===== src/rtl/if_fetch_stage.sv =====
// Instruction-fetch stage: owns the PC, issues instruction-memory reads and
// loads the IF/ID pipeline register. A one-entry skid buffer keeps a word that
// is acked while ID is stalled. A redirect (jump or taken branch) flushes the
// fetch and overrides both stall and ack.
module if_fetch_stage #(
  parameter logic [31:0] RESET_PC  = 32'h0000_3000,
  parameter logic [31:0] NOP_INSTR = 32'h0000_0000,
  parameter int unsigned CNT_W     = 16
) (
  input  logic             clk,
  input  logic             rst,
  input  logic [31:0]      PC_Result,
  input  logic             Redirect,
  input  logic             Stall,
  output logic             IMem_Req,
  output logic [31:0]      IMem_Addr,
  input  logic             IMem_Ack,
  input  logic [31:0]      IMem_Rdata,
  output logic [31:0]      PC,
  output logic [31:0]      NPC,
  output logic [31:0]      IF_ID_PC,
  output logic [31:0]      IF_ID_NPC,
  output logic [31:0]      IF_ID_Instr,
  output logic             IF_ID_Valid,
  output logic             Fetch_Busy,
  output logic [CNT_W-1:0] Bubble_Count
);

  // S_REQ: requesting from memory. S_HOLD: skid buffer full, request paused.
  typedef enum logic [0:0] {
    S_REQ  = 1'b0,
    S_HOLD = 1'b1
  } state_e;

  state_e      state_q, state_d;
  logic [31:0] pc_q, pc_d;
  logic [31:0] if_id_pc_q, if_id_pc_d;
  logic [31:0] if_id_instr_q, if_id_instr_d;
  logic        if_id_valid_q, if_id_valid_d;
  logic [31:0] skid_pc_q, skid_pc_d;
  logic [31:0] skid_instr_q, skid_instr_d;
  logic [CNT_W-1:0] bubble_cnt_q, bubble_cnt_d;

  logic        req;
  logic        ack_seen;

  // Request is forced low while reset is held so nothing is fetched before
  // the first cycle after reset release.
  always_comb begin
    req      = (state_q == S_REQ) && !rst;
    // Ack is only meaningful while a request is outstanding.
    ack_seen = req && IMem_Ack;
  end

  // Next-state: PC, IF/ID register, skid buffer, FSM and bubble counter.
  always_comb begin
    state_d       = state_q;
    pc_d          = pc_q;
    if_id_pc_d    = if_id_pc_q;
    if_id_instr_d = if_id_instr_q;
    if_id_valid_d = if_id_valid_q;
    skid_pc_d     = skid_pc_q;
    skid_instr_d  = skid_instr_q;
    bubble_cnt_d  = bubble_cnt_q;

    if (Redirect) begin
      // Flush: any returned word is dropped and the skid buffer is emptied.
      // A flush is not counted as a fetch bubble.
      pc_d          = PC_Result;
      if_id_instr_d = NOP_INSTR;
      if_id_valid_d = 1'b0;
      skid_pc_d     = '0;
      skid_instr_d  = NOP_INSTR;
      state_d       = S_REQ;
    end else begin
      unique case (state_q)
        S_REQ: begin
          if (ack_seen) begin
            pc_d = PC_Result;
            if (!Stall) begin
              if_id_pc_d    = pc_q;
              if_id_instr_d = IMem_Rdata;
              if_id_valid_d = 1'b1;
            end else begin
              // ID is busy: park the word until the stall clears.
              skid_pc_d    = pc_q;
              skid_instr_d = IMem_Rdata;
              state_d      = S_HOLD;
            end
          end else if (!Stall) begin
            // Memory did not answer: push a bubble, keep PC for a retry.
            if_id_instr_d = NOP_INSTR;
            if_id_valid_d = 1'b0;
            if (bubble_cnt_q != {CNT_W{1'b1}}) begin
              bubble_cnt_d = bubble_cnt_q + 1'b1;
            end
          end
        end
        S_HOLD: begin
          if (!Stall) begin
            if_id_pc_d    = skid_pc_q;
            if_id_instr_d = skid_instr_q;
            if_id_valid_d = 1'b1;
            skid_pc_d     = '0;
            skid_instr_d  = NOP_INSTR;
            state_d       = S_REQ;
          end
        end
        default: state_d = S_REQ;
      endcase
    end
  end

  // State registers with asynchronous reset.
  always_ff @(posedge clk or posedge rst) begin
    if (rst) begin
      state_q       <= S_REQ;
      pc_q          <= RESET_PC;
      if_id_pc_q    <= '0;
      if_id_instr_q <= NOP_INSTR;
      if_id_valid_q <= 1'b0;
      skid_pc_q     <= '0;
      skid_instr_q  <= NOP_INSTR;
      bubble_cnt_q  <= '0;
    end else begin
      state_q       <= state_d;
      pc_q          <= pc_d;
      if_id_pc_q    <= if_id_pc_d;
      if_id_instr_q <= if_id_instr_d;
      if_id_valid_q <= if_id_valid_d;
      skid_pc_q     <= skid_pc_d;
      skid_instr_q  <= skid_instr_d;
      bubble_cnt_q  <= bubble_cnt_d;
    end
  end

  // Output drive; the +4 adders wrap modulo 2^32.
  always_comb begin
    IMem_Req     = req;
    IMem_Addr    = pc_q;
    PC           = pc_q;
    NPC          = pc_q + 32'd4;
    IF_ID_PC     = if_id_pc_q;
    IF_ID_NPC    = if_id_pc_q + 32'd4;
    IF_ID_Instr  = if_id_instr_q;
    IF_ID_Valid  = if_id_valid_q;
    Fetch_Busy   = req && !IMem_Ack;
    Bubble_Count = bubble_cnt_q;
  end

endmodule


===== config.mk =====
export PLATFORM = sky130hd
export DESIGN_NAME = if_fetch_stage
export DESIGN_NICKNAME = d
export VERILOG_FILES = /design/src/rtl/if_fetch_stage.sv
export SDC_FILE = /design/constraint.sdc
export NUM_CORES = 1
export LEC_CHECK = 0
export ABC_AREA = 0
export CAP_MARGIN = 20
export CORE_MARGIN = 5
export CORE_UTILIZATION = 45
export DETAILED_ROUTE_END_ITERATION = 7
export PLACE_DENSITY = 0.84
export SYNTH_ARGS = -nofsm -noshare
export SYNTH_HDL_FRONTEND = slang
export SYNTH_SLANG_ARGS = --single-unit

===== constraint.sdc =====
create_clock -name clk -period 8.58 [get_ports clk]
set_clock_uncertainty 0.15 [all_clocks]
set_input_delay 1.716 -clock clk [delete_from_list [all_inputs] [get_ports clk]]
set_output_delay 1.716 -clock clk [all_outputs]
set_load 0.05 [all_outputs]

Word-level counts from Yosys, hierarchy flattened

Cells that the tools add are included.

Register bits: 178
Output and inout port bits: 211
Bits of input ports: 69

Bitwise operators: 4
Equal/unequal tests: 10
Multiplexer cells: 30
Add/sub/neg operators: 3
Reduce and logical (&&, ||, !) cells: 11

Operators with widths:

| cell                  | count |
|---|---|
| $mux 32               | 17 |
| $pmux 32 s2           | 4 |
| $add 32x3->32 const B | 2 |
| $add 16x1->16 const B | 1 |
| $ne 16x16->1 const B  | 1 |
| $ne 3x3->1 const B    | 4 |
| $ne 2x2->1 const B    | 4 |
| $mux 1                | 7 |
| $reduce_and 5->1      | 1 |
| $ne 4x4->1 const B    | 1 |
| $not 1->1             | 4 |
| $pmux 1 s2            | 2 |
| $reduce_and 2->1      | 2 |
| $reduce_and 4->1      | 1 |
| $logic_and 1x1->1     | 3 |
| $reduce_and 3->1      | 1 |
| $logic_not 1->1       | 2 |
| $reduce_bool 2->1     | 1 |

Depth between registers and ports, before layout

Gate-level depths: netlist of the first run.

Depth in word-level cells: 6
Mapped depth: 9

Worst setup path after synthesis of the first run

No wires, ideal clock.

Kind: in2reg
From: input port rst
To: register bubble_cnt_q[3] (netlist: Bubble_Count[3])
Setup time: 0.144 ns
Path slack: 1.796 ns
Data arrival time: 6.490 ns
Cell stages on the path: 5
Required time: 8.286 ns
Cell sequence: inv_1 > a2111oi_4 > a21boi_2 > and3_1 > xor2_1

Word-level cells in the longest chain between the ends: 5

Ends and longest elaborated chain:

| item                              | line | RTL |
|---|---|---|
| start: declaration                | 11   | `input logic rst,` |
| $logic_not 1->1 (no source line)  | n/a  |  |
| $logic_and 1x1->1                 | 50   | `req = (state_q == S_REQ) && !rst;` |
| $logic_and 1x1->1                 | 52   | `ack_seen = req && IMem_Ack;` |
| $not 1->1 (no source line)        | n/a  |  |
| $reduce_and 5->1 (no source line) | n/a  |  |
| end signal: assignment            | 133  | `bubble_cnt_q <= bubble_cnt_d;` |
| end: declaration                  | 42   | `logic [CNT_W-1:0] bubble_cnt_q, bubble_cnt_d;` |

No other way between the ends.
A chain may end at the register's enable or synchronous reset.

Worst setup path after layout of the first run

From: input port rst
To: output port IMem_Req

Word-level cells in the longest chain between the ends: 2

Ends and longest elaborated chain:

| item                             | line | RTL |
|---|---|---|
| $logic_not 1->1 (no source line) | n/a  |  |
| $logic_and 1x1->1                | 50   |  |
| end: declaration                 | 15   | `output logic IMem_Req,` |

No other way between the ends.

==> results of run 1 <==
## worst paths after layout
kind | from | end | slack [ps] | cells after the start
setup / recovery | rst | IMem_Req | 3360 | 3
hold / removal | skid_pc_q[1] | skid_pc_q[1] | 330 | 2
setup reg to reg | state_q | IF_ID_PC[13] | 5300 | 6
hold reg to reg | skid_pc_q[1] | skid_pc_q[1] | 330 | 2
max in group asynchronous | rst | state_q | 4920 | 3
min in group asynchronous | rst | IF_ID_Instr[19] | 1830 | 2
## power groups by stage
stage	registers (W)	clock network [W]	logic [W]
5_1_grt	0.00110	0.000877	0.00114
4_1_cts	0.00108	0.000838	0.00110
6_report	0.00108	0.000819	0.00109
2_1_floorplan	0.00129	0	0.000518
3_5_place_dp	0.00110	0	0.00109
3_3_place_gp	0.00109	0	0.00108
## critical path: stages
cell	delay (ps)
clkdlybuf4s50_1	580
nor2_1	190
clkdlybuf4s50_1	860
## flip-flops by register name, summed over array words and instances, names as in the netlist
| signal | flops |
|---|---|
| skid_pc_q | 32 |
| IF_ID_Valid | 1 |
| skid_instr_q | 32 |
| Bubble_Count | 16 |
| IF_ID_PC | 32 |
| IMem_Addr | 32 |
| state_q | 1 |
| IF_ID_Instr | 32 |
## layout make-up
cell class / count / area (sq um)
fill: 1601 / 7240
sequential: 178 / 4460
clock inverter: 12 / 171
timing repair buffer: 287 / 2870
multi-input combinational: 664 / 3900
clock buffer: 20 / 457
tap: 265 / 332
inverter: 5 / 26.3
## synth_stat cells (2+ instances only)
cell | count | area [sq um]
nor2_1 | 86 | 323
buf_4 | 37 | 278
xnor2_1 | 45 | 394
inv_1 | 5 | 18.8
xor2_1 | 24 | 210
nand2_1 | 187 | 702
nand3b_1 | 2 | 15.0
o21ai_1 | 17 | 85.1
dfstp_2 | 2 | 52.6
a22oi_1 | 32 | 240
ha_1 | 3 | 37.5
clkbuf_1 | 31 | 116
nor3_1 | 6 | 30.0
mux2_2 | 34 | 383
o21ai_0 | 79 | 395
a21oi_1 | 32 | 160
nand3_1 | 27 | 135
and4_1 | 4 | 35.0
and3_1 | 17 | 106
nand4_1 | 19 | 119
dfrtp_1 | 176 | 4400
or3_1 | 2 | 12.5
mux2i_1 | 32 | 320
buf_2 | 17 | 85.1
buf_1 | 10 | 37.5
## kinds of logic (layout without fill, tap and decap cells)
group	count (synthesis)	in the layout	synth area share, %
AND/OR/NAND/NOR	363	363	18.1
flip-flops	178	178	50.2
AO/OA/AOI/OAI	163	163	10.4
buffers and inverters	101	324	6.09
XOR/XNOR	69	69	6.81
multiplexers	66	66	7.92
adder cells (fa/ha/maj)	3	3	0.423
## stage by stage
step                      hold WS, ps  area, sq um  cells
after floorplan                   300         8880    943
after global placement            311        11600   1398
after detailed placement          320        11600   1398
after CTS                         335        12200   1430
after global routing              350        12200   1431
final                             330        12200   1431
## layer usage
metal	up-vias	GRT usage (%)	part of all wire [%]
met2	277	36.6	49
met3	32	6.32	8.9
met4	0	6.45	1.9
met5	-	0	0
li1	3584	-	-
met1	3633	27.1	40
## layout by cell type, fill, tap and decap left out, types with 7 or more instances in the layout
| cell | count |
|---|---|
| a21oi_1 | 32 |
| a22oi_1 | 32 |
| and3_1 | 17 |
| buf_4 | 7 |
| clkbuf_16 | 17 |
| clkdlybuf4s50_1 | 278 |
| dfrtp_1 | 175 |
| mux2_2 | 34 |
| mux2i_1 | 32 |
| nand2_1 | 187 |
| nand3_1 | 27 |
| nand4_1 | 19 |
| nor2_1 | 84 |
| o21ai_0 | 79 |
| o21ai_1 | 17 |
| xnor2_1 | 45 |
| xor2_1 | 24 |
==> run metrics, run 1 <==
status complete, no violations; Power, Total 0.00299 W; Tmin final 5220 ps; Die ar. 22600 sq um; placer congestion estimate between 0.8 and 0.9; Layout Utilization 62.8%; dpl hpwl 17000 um; Slew Limit Fails 0; Distinct cells, synth 42; WL/cell 17.1 um; DR pass1 iterations 5; Syn Inst Count between 900 and 1k; post-route setup slack 3360 ps; layout cell share with drive strength beyond 1 7.80%; final period utilization between 60% and 70%; gr usage total 21.7%; register area share after synthesis 50.2%; die span in y approximately 150 um; I/O Buffers 279; measured slew at the worst slew-check pin 1090 ps; setup violators final 0; # clock sinks 178; Crit path required time 6710 ps; WL final 24400 um; f_max ~0.19 GHz; CP Capture Type primary output; largest net degree at the start of global routing between 100 and 150; sequential power share approximately 36%; Pwr Density around 240 nW/um^2; class of the most critical setup path input port to primary output; Die Width 150 um; PostCTS Resize Cnt 0; Pleak about 5 nW; RSZ-0062 raised after global routing no; Switching Fraction 40.2%; FP Rows 51; synth warn 0; max-cap check violation count 0; Root Buffer clkbuf_16; antenna violations before repair 0; net count after synthesis 1015; Final #Nets 1225; Hold Fails Final Rpt 0; Critical Path Start Type input port; first-pass GRT wire length 39000 um; Max VDD drop 139 uV; number of synthesized register bits 178; Synth async-reset ratio 100%; Gate power share a little over a third; Pint 0.00179 W; DRT iter0 DRCs 338; via/cell ratio around 5.3; Post-Syn Area 8880 sq um; setup repair bufs after CTS 0; setup_tns 0 ps; syn_area_per_cell 9.42 sq um; Vias between 7k and 8k; total core area 19500 sq um; total CTS buffers 17; Ports 280; DRC 0; Place WS 3340 ps; HP Class flip-flop to flip-flop; hold buffers post-CTS 0; Worst Path Max Fanout 4; Initial Util 45.6%; clock buffer depth 2; area delta synth->final 37.6%; Primary FF master, synth dfrtp_1; Clk pwr share 27.4%; NetSw roughly 0.0012 W; crit path DAT 3350 ps; Reg clk slew, reported paths 60 ps; Routed Antenna Nets 0; relative slew slack 27.3%; H-tree lvl count 4; TritonCTS clock tree yes; Overflow after GRT 0; number of global-route vias before repair 7517; diode count 0; clk_lat worst skew 420 ps; Post-synth EDFFs 0
Power figures use the tool's default switching activity.
==> inputs of run 2 (changes only) <==
==> constraint.sdc (replaced) <==
create_clock -name clk -period 5.3 [get_ports clk]
set_clock_uncertainty 0.15 [all_clocks]
set_input_delay 1.06 -clock clk [delete_from_list [all_inputs] [get_ports clk]]
set_output_delay 1.06 -clock clk [all_outputs]
set_load 0.05 [all_outputs]
==> run 2 against run 1 <==
Against the previous run: critical path type is now flip-flop to primary output; largest power group unchanged; final cell count unchanged; sequential cell count unchanged; die area unchanged; clock power increased by 53%; wire length increased by 0.70%; final area decreased by 0.19%.
==> run metrics, run 2 (synthesis results as in run 1) <==
Hold EP skid_pc_q[0]; layout cell share with drive strength beyond 1 7.98%; HP Class flip-flop to flip-flop; number of global-route vias before repair 7509; Hold Fails Final Rpt 0; clock buffer depth 2; relative slew slack 32.0%; area delta synth->final 37.3%; setup violators final 0; Worst Path Max Fanout 7; antenna violations before repair 0; setup_tns 0 ps; Design Area, Final 12200 sq um; dpl hpwl 17000 um; Tmin final ~4500 ps; DR pass1 iterations 7; status complete, no violations; Overflow after GRT 0; placer congestion estimate 0.922; commonest non-fill, non-tap cell in the layout clkdlybuf4s50_1; largest net degree at the start of global routing 179; Routed Antenna Nets 0; total CTS buffers 17; PostCTS Resize Cnt 0; setup repair bufs after CTS 0; first-pass GRT wire length approximately 40000 um; reg2reg start state_q; Critical Path Start Type flip-flop; Die ar. 22600 sq um; I/O Buffers 279; H-tree lvl count 4; Final #Nets between 1k and 1.5k; Switching Fraction about two fifths; total core area ~20000 sq um; FP Rows 51; Power, Total roughly 0.0048 W; Ports 280; NetSw 0.00198 W; worst r2r dst IF_ID_PC[21]; max-cap check violation count 0; gr usage total 21.9%; via/cell ratio approximately 5.3; measured slew at the worst slew-check pin 1020 ps; Pleak between 5 and 6 nW; Root Buffer clkbuf_16; die span in y 150 um; RSZ-0062 raised after global routing no; CP Capture Type primary output; sequential power share 36.6%; # clock sinks ~180; Initial Util 45.6%; Crit path required time 4090 ps; DRT iter0 DRCs 376; Gate power share 37.2%; clk_lat worst skew 430 ps; Reg clk slew, reported paths 70 ps; Hold Crit Depth 2; WL final 24600 um; Max VDD drop 265 uV; f_max 0.221 GHz; R2R setup slack 2370 ps; worst r2r path cells 5; Die Width 150 um; Clk pwr share between 20% and 30%; final period utilization 85.3%; Vias roughly 7.5k; class of the most critical setup path flip-flop to primary output; TritonCTS clock tree yes; Pwr Density 391 nW/um^2; Pint approximately 0.0028 W; diode count 0; Slew Limit Fails 0; DRC 0; Hold Startpoint skid_pc_q[0]; crit path DAT ~3300 ps; Post-DP Area 11600 sq um; most frequent cells in the layout clkdlybuf4s50_1, nand2_1, dfrtp_1; WL/cell around 17 um; hold buffers post-CTS 0
-- run 2: changes by cell type in the layout (fill, tap and decap cells not counted), moves of 2 or more --
| cell | change |
|---|---|
| buf_4 | -2 |
| inv_8 | -2 |
| clkinvlp_4 | +3 |
| inv_6 | +2 |
| bufinv_16 | -2 |
| buf_12 | +2 |
-- run 2: stage by stage --
stage / cells / setup slack (ps) / util, % / hold WS (ps)
finish: 1431 / 779 / 62.7 / 329
global route: 1431 / 600 / 62.7 / 351
CTS: 1430 / 787 / 62.5 / 335
detailed placement: 1398 / 1200 / 59.5 / 320
global placement: 1398 / 1170 / 59.5 / 311
floorplan: 943 / 9.21 / - / 300
-- run 2: final cells by class --
cell class | instances | area, sq um
timing repair buffer | 287 | 2890
clock buffer | 18 | 439
clock inverter | 14 | 149
tap | 265 | 332
multi-input combinational | 664 | 3900
sequential | 178 | 4460
inverter | 5 | 22.5
fill | 1569 | 7270
-- run 2: worst max-delay path by stage --
| stage | to | cells after the start | from | slack (ps) |
|---|---|---|---|---|
| after CTS | IF_ID_NPC[30] | 7 | IF_ID_PC[2] | 790 |
| after global placement | Fetch_Busy | 3 | rst | 1170 |
| after floorplan | Bubble_Count[1] | 4 | rst | 9 |
| after detailed placement | Fetch_Busy | 3 | rst | 1200 |
| final | NPC[27] | 6 | IMem_Addr[12] | 780 |
| after global routing | NPC[27] | 6 | IMem_Addr[5] | 600 |
-- run 2: per-layer routing --
layer / share of wire, % / global-route usage [%] / vias to the layer above
met2: 49 / 36.9 / 261
li1: - / - / 3580
met4: 1.5 / 6.59 / 0
met1: 41 / 27.9 / 3644
met5: 0 / 0 / -
met3: 8.0 / 5.66 / 28
-- run 2: critical path: stages, from the launching register on --
cell	delay, ps
dfstp_2	610
nand4_2	180
or3_4	440
nor2_1	430
nand4_1	200
xnor2_1	200
clkdlybuf4s50_1	830
-- run 2: power groups by stage --
stage          Clock, W  Combinational [W]  Sequential [W]
6_report        0.00125            0.00177         0.00174
2_1_floorplan         0           0.000839         0.00209
3_3_place_gp          0            0.00176         0.00175
5_1_grt         0.00134            0.00186         0.00177
4_1_cts         0.00128            0.00178         0.00174
3_5_place_dp          0            0.00178         0.00177
